[src/rtl/led_pattern_sched_if.sv]
// rtl/led_pattern_sched_if.sv - control and status bundle for the LED pattern scheduler
interface led_pattern_sched_if;
    logic       mode_next;
    logic       auto_en;
    logic       ext_req;
    logic [7:0] ext_pattern;
    logic       ext_gnt;
    logic [7:0] led_out;
    logic [1:0] mode;
    logic       step_tick;

    modport master (
        output mode_next, auto_en, ext_req, ext_pattern,
        input  ext_gnt, led_out, mode, step_tick
    );

    modport slave (
        input  mode_next, auto_en, ext_req, ext_pattern,
        output ext_gnt, led_out, mode, step_tick
    );
endinterface

[src/rtl/led_pattern_sched.sv]
// rtl/led_pattern_sched.sv - built-in LED pattern sequencer with external pattern override
module led_pattern_sched #(
    parameter int CLK_FREQ    = 50_000_000,
    parameter int STEP_DIV    = CLK_FREQ / 4,
    parameter int DWELL_STEPS = 32
) (
    input logic                sys_clk,
    input logic                rst,
    led_pattern_sched_if.slave bus
);
    localparam int SW = (STEP_DIV > 1) ? $clog2(STEP_DIV) : 1;
    localparam int DW = (DWELL_STEPS > 1) ? $clog2(DWELL_STEPS) : 1;
    localparam logic [SW-1:0] STEP_LAST  = SW'(STEP_DIV - 1);
    localparam logic [DW-1:0] DWELL_LAST = DW'(DWELL_STEPS - 1);
    localparam logic [7:0]    PAT_HOME   = 8'b1111_1110;
    localparam logic [7:0]    PAT_BLINK  = 8'h00;

    typedef enum logic [1:0] {
        S_FLOW   = 2'd0,
        S_BOUNCE = 2'd1,
        S_BLINK  = 2'd2,
        S_EXT    = 2'd3
    } state_t;

    state_t        state, state_nxt;
    state_t        ret_mode, ret_nxt;
    logic [SW-1:0] step_cnt, step_nxt;
    logic [DW-1:0] dwell_cnt, dwell_nxt;
    logic [7:0]    led_r, led_nxt;
    logic          dir_left, dir_nxt;
    logic          gnt_r, gnt_nxt;
    logic          tick_r;
    logic          dwell_done;

    function automatic logic [7:0] init_pattern(input state_t m);
        return (m == S_BLINK) ? PAT_BLINK : PAT_HOME;
    endfunction

    function automatic state_t next_builtin(input state_t m);
        case (m)
            S_FLOW:   return S_BOUNCE;
            S_BOUNCE: return S_BLINK;
            default:  return S_FLOW;
        endcase
    endfunction

    assign dwell_done = bus.auto_en && tick_r && (dwell_cnt == DWELL_LAST);

    // Mode state register
    always_ff @(posedge sys_clk) begin
        if (rst) state <= S_FLOW;
        else     state <= state_nxt;
    end

    // Next mode plus pattern, counter, ownership; grant beats any mode advance
    always_comb begin
        state_nxt = state;
        ret_nxt   = ret_mode;
        led_nxt   = led_r;
        dir_nxt   = dir_left;
        gnt_nxt   = gnt_r;
        dwell_nxt = dwell_cnt;
        step_nxt  = (step_cnt == STEP_LAST) ? '0 : step_cnt + 1'b1;

        if (state == S_EXT) begin
            if (bus.ext_req) begin
                led_nxt = bus.ext_pattern;
            end else begin
                state_nxt = ret_mode;
                led_nxt   = init_pattern(ret_mode);
                dir_nxt   = 1'b1;
                gnt_nxt   = 1'b0;
                step_nxt  = '0;
                dwell_nxt = '0;
            end
        end else if (tick_r && bus.ext_req) begin
            state_nxt = S_EXT;
            ret_nxt   = state;
            gnt_nxt   = 1'b1;
        end else if (bus.mode_next || dwell_done) begin
            state_nxt = next_builtin(state);
            led_nxt   = init_pattern(next_builtin(state));
            dir_nxt   = 1'b1;
            step_nxt  = '0;
            dwell_nxt = '0;
        end else if (tick_r) begin
            dwell_nxt = dwell_cnt + 1'b1;
            case (state)
                S_FLOW: led_nxt = {led_r[6:0], led_r[7]};
                S_BOUNCE: begin
                    if (dir_left) begin
                        if (led_r == 8'b0111_1111) begin
                            led_nxt = 8'b1011_1111;
                            dir_nxt = 1'b0;
                        end else begin
                            led_nxt = {led_r[6:0], led_r[7]};
                        end
                    end else begin
                        if (led_r == 8'b1111_1110) begin
                            led_nxt = 8'b1111_1101;
                            dir_nxt = 1'b1;
                        end else begin
                            led_nxt = {led_r[0], led_r[7:1]};
                        end
                    end
                end
                S_BLINK: led_nxt = ~led_r;
                default: led_nxt = led_r;
            endcase
        end

        if (!bus.auto_en) dwell_nxt = '0;
    end

    // Datapath registers; step_tick is pre-decoded so it is high while the counter sits at its last value
    always_ff @(posedge sys_clk) begin
        if (rst) begin
            ret_mode  <= S_FLOW;
            led_r     <= PAT_HOME;
            dir_left  <= 1'b1;
            gnt_r     <= 1'b0;
            step_cnt  <= '0;
            dwell_cnt <= '0;
            tick_r    <= 1'b0;
        end else begin
            ret_mode  <= ret_nxt;
            led_r     <= led_nxt;
            dir_left  <= dir_nxt;
            gnt_r     <= gnt_nxt;
            step_cnt  <= step_nxt;
            dwell_cnt <= dwell_nxt;
            tick_r    <= (step_nxt == STEP_LAST);
        end
    end

    assign bus.led_out   = led_r;
    assign bus.mode      = state;
    assign bus.ext_gnt   = gnt_r;
    assign bus.step_tick = tick_r;
endmodule

[src/flat_wrapper.sv]
// flat-port wrapper written by rule: the top's interface ports become plain ports
module led_pattern_sched_flat 
#(
    parameter int CLK_FREQ    = 50_000_000,
    parameter int STEP_DIV    = CLK_FREQ / 4,
    parameter int DWELL_STEPS = 32
)
  (sys_clk, rst, bus_mode_next, bus_auto_en, bus_ext_req, bus_ext_pattern, bus_ext_gnt, bus_led_out, bus_mode, bus_step_tick);
  led_pattern_sched_if bus_i ();
  input logic sys_clk;
  input logic rst;
  input wire logic [$bits(bus_i.mode_next)-1:0] bus_mode_next;
  input wire logic [$bits(bus_i.auto_en)-1:0] bus_auto_en;
  input wire logic [$bits(bus_i.ext_req)-1:0] bus_ext_req;
  input wire logic [$bits(bus_i.ext_pattern)-1:0] bus_ext_pattern;
  output wire logic [$bits(bus_i.ext_gnt)-1:0] bus_ext_gnt;
  output wire logic [$bits(bus_i.led_out)-1:0] bus_led_out;
  output wire logic [$bits(bus_i.mode)-1:0] bus_mode;
  output wire logic [$bits(bus_i.step_tick)-1:0] bus_step_tick;
  assign bus_i.mode_next = bus_mode_next;
  assign bus_i.auto_en = bus_auto_en;
  assign bus_i.ext_req = bus_ext_req;
  assign bus_i.ext_pattern = bus_ext_pattern;
  assign bus_ext_gnt = bus_i.ext_gnt;
  assign bus_led_out = bus_i.led_out;
  assign bus_mode = bus_i.mode;
  assign bus_step_tick = bus_i.step_tick;
  led_pattern_sched #(.CLK_FREQ(CLK_FREQ), .STEP_DIV(STEP_DIV), .DWELL_STEPS(DWELL_STEPS)) u_core (.sys_clk(sys_clk), .rst(rst), .bus(bus_i));
endmodule
[config.mk]
export PLATFORM = sky130hd
export DESIGN_NAME = led_pattern_sched_flat
export DESIGN_NICKNAME = d
export VERILOG_FILES = /design/src/rtl/led_pattern_sched_if.sv /design/src/rtl/led_pattern_sched.sv /design/src/flat_wrapper.sv
export SDC_FILE = /design/constraint.sdc
export NUM_CORES = 1
export LEC_CHECK = 0
export BUFFER_PORTS_ARGS = -buffer_cell sky130_fd_sc_hd__buf_2
export CAP_MARGIN = 0
export CELL_PAD_IN_SITES_DETAIL_PLACEMENT = 1
export CELL_PAD_IN_SITES_GLOBAL_PLACEMENT = 2
export CORE_MARGIN = 2
export CORE_UTILIZATION = 35
export CTS_CLUSTER_SIZE = 24
export DETAILED_ROUTE_END_ITERATION = 16
export GPL_TIMING_DRIVEN = 0
export PLACE_DENSITY = 0.84
export SETUP_SLACK_MARGIN = 0.05
export SLEW_MARGIN = 20
export SYNTH_ARGS = -nofsm -noshare
export SYNTH_HDL_FRONTEND = slang
export SYNTH_SLANG_ARGS = --single-unit
[constraint.sdc]
create_clock -name sys_clk -period 3.15 [get_ports sys_clk]
set_input_delay 0.4725 -clock sys_clk [delete_from_list [all_inputs] [get_ports sys_clk]]
set_output_delay 0.4725 -clock sys_clk [all_outputs]
set_load 0.1 [all_outputs]
==> impl_metrics.yaml <==
status:
  outcome: "completed"
timing:
  grt_setup_unrepaired: "false"
  post-route-min-period_ps: 2660
  setup_viol: 0
  fmax_mhz: 376
  max-slew-margin-rel_pct: 46.7
  finalClockSkew_ps: 6.22
  drv_slew: 0
  fin_tns_setup_ps: 0
  hold_violations: 0
  worstMarginPinSlew_ps: 794
  finalCritPeriodShare_pct: 84.5
critical_path:
  crit_fanout: 8
  crit_type: "reg2reg"
  crit_path_end_kind: "flip-flop"
  worst_ep_required_time_ps: 3390
  rrSetupSlack_ps: 490
  critPathLaunchType: "flip-flop"
  cp.arrival_ps: 2910
cells_and_area:
  finalNonFillerCells: 459
  syn_to_final_growth_pct: 12.7
  fin_nets: 380
  n_fill_cell: 946
  drive_gt1_share_pct: 13.6
  multi_input_area_um2: 1610
  diodes: 0
  seq_area_um2: 881
floorplanning:
  rows: 31
  die_area_um2: 8190
  die_h_um: 90.5
  die_w_um: 90.5
  io_pins: 25
  core_area_um2: 7250
  start_util_pct: 36.1
clocking:
  cts_buffer_depth: 2
  cts_sinks: 44
  cts_root_buf: "clkbuf_8"
  post_cts.repair.setup_buffers: 0
  htreeDepth: 2
  cts_resized: 0
  cts_tree: "yes"
  cts_buffers: 5
  clk_pin_slew_ps: 90
  hold_buffers: 0
  insertion_delay_ps: 290
placement:
  place.port_buffers: 23
  dpl.cell_count: 451
  dpl.hpwl_um: 5600
  place_congestion: 0.816
worst_hold_path:
  hold_path_class: "in2reg"
routing:
  wl_per_cell_um: 16.1
  met3_length_um: 185
  ant_nets: 0
  top_layer: "met4"
  drc_errors: 0
  routed_wl_um: 7410
  dr.pass1.iters: 4
  via_per_inst: 5.40
  vias: 2478
  drt-met1-wl_um: 4110
  drtIter0Drc: 120
  wl_met2_um: 3080
synthesis:
  synth_nets: 350
  synth_flop_cell: "dfxtp_1"
  netlist_top_cells_count: "nor2_1, dfxtp_1, nand2_1"
  synth_most_common_cell: "nor2_1"
  synth.ff_latch_count: 44
  avgSynthCellArea_um2: 7.96
  synth_warnings: 0
  yosysTopAreaCell: "dfxtp_1"
  synth_top_area_share_pct: 33.6
  synth_cell_types: 56
  syn_area_um2: 2620
  seq_area_frac_synth_pct: 33.6
  syn-instance-count: 329
  synthTopCellsByArea: "dfxtp_1, nor2_1, xor2_1"
  async_flop_share_pct: 0
  synth-edff-count: 0
global_routing:
  grt_usage_pct: 19.1
  grt_antenna_before_repair: 0
  grt_pass1_wl_um: 12800
  grt_max_degree: 14
  first_global_vias: 2438
  overflow: 0
power_and_ir_drop:
  p_leak_nw: 1.10
  vdd_ir_drop_max_mv: 0.170
  p_per_area_nw_per_um2: 404
  power_mw: 1.19
run:
  drv_cap: 0
## kinds of logic after synthesis
family	count (synthesis)	share of synthesized area, %
AOI/OAI and AO/OA	76	19.7
muxes	4	1.58
xor gates and xnor gates	23	7.69
and+or+nand+nor	144	28.9
adders and majority gates	8	3.82
DFF	44	33.6
buffers and inverters	30	4.73
## placed cells by master, fill, tap and decap left out, types with 11 or more instances in the layout
| cell | instances |
|---|---|
| nor2_1 | 49 |
| dfxtp_1 | 44 |
| buf_2 | 32 |
| nand2_1 | 24 |
| o21ai_0 | 20 |
| inv_1 | 15 |
| nand3_1 | 13 |
| xor2_1 | 13 |
| a21oi_1 | 12 |
| nor3_1 | 11 |
## metal layers
metal	global-route usage (%)	vias to the layer above
met1	29.2	1188
li1	-	1255
met3	3.34	2
met5	0	-
met4	3.46	0
met2	28.0	33
## worst max-delay path, cell delays in order, from the launching register on
cell and delay (ps):
dfxtp_1 350, ha_1 220, and3_1 190, ha_1 200, a311o_1 510, and2_1 290, nor3_2 200, o2111ai_1 130
nor4_1 290, and4_1 240
## state kept, by name (all words and copies together), names as in the netlist
name	cells
u_core.step_cnt	24
u_core.bus.led_out	8
u_core.dwell_cnt	5
u_core.bus.mode	2
u_core.ret_mode	2
u_core.bus.ext_gnt	1
u_core.bus.step_tick	1
u_core.dir_left	1
## final timing paths
path                       start                    to  cells past startpoint
max reg2reg  u_core.dwell_cnt[0]  u_core.bus.step_tick                      9
min reg2reg   u_core.bus.ext_gnt    u_core.bus.ext_gnt                      2
min                          rst    u_core.step_cnt[2]                      2
max          u_core.dwell_cnt[0]  u_core.bus.step_tick                      9
## final cells by class
type,instances,share of cell area [%]
clock buffer,7,2.92
inverter,15,1.91
sequential,44,29.8
clock inverter,1,0.254
buffer,15,2.29
timing repair buffer,23,3.90
multi-input combinational,255,54.7
tap,99,4.20
## per-stage QoR
step,instance area [µm²],util (%),hold WS (ps),setup slack (ps)
floorplan,2620,-,437,501
global placement,2860,39.4,460,568
detailed placement,2860,39.4,471,514
CTS,2950,40.7,422,470
global route,2950,40.7,419,312
finish,2950,40.7,434,488
## where the power goes
group          internal [mW]  switching (mW)
Combinational         0.0602           0.167
Clock                  0.179           0.200
Sequential             0.568          0.0198
Note: power is estimated with default switching activity, not from simulation.
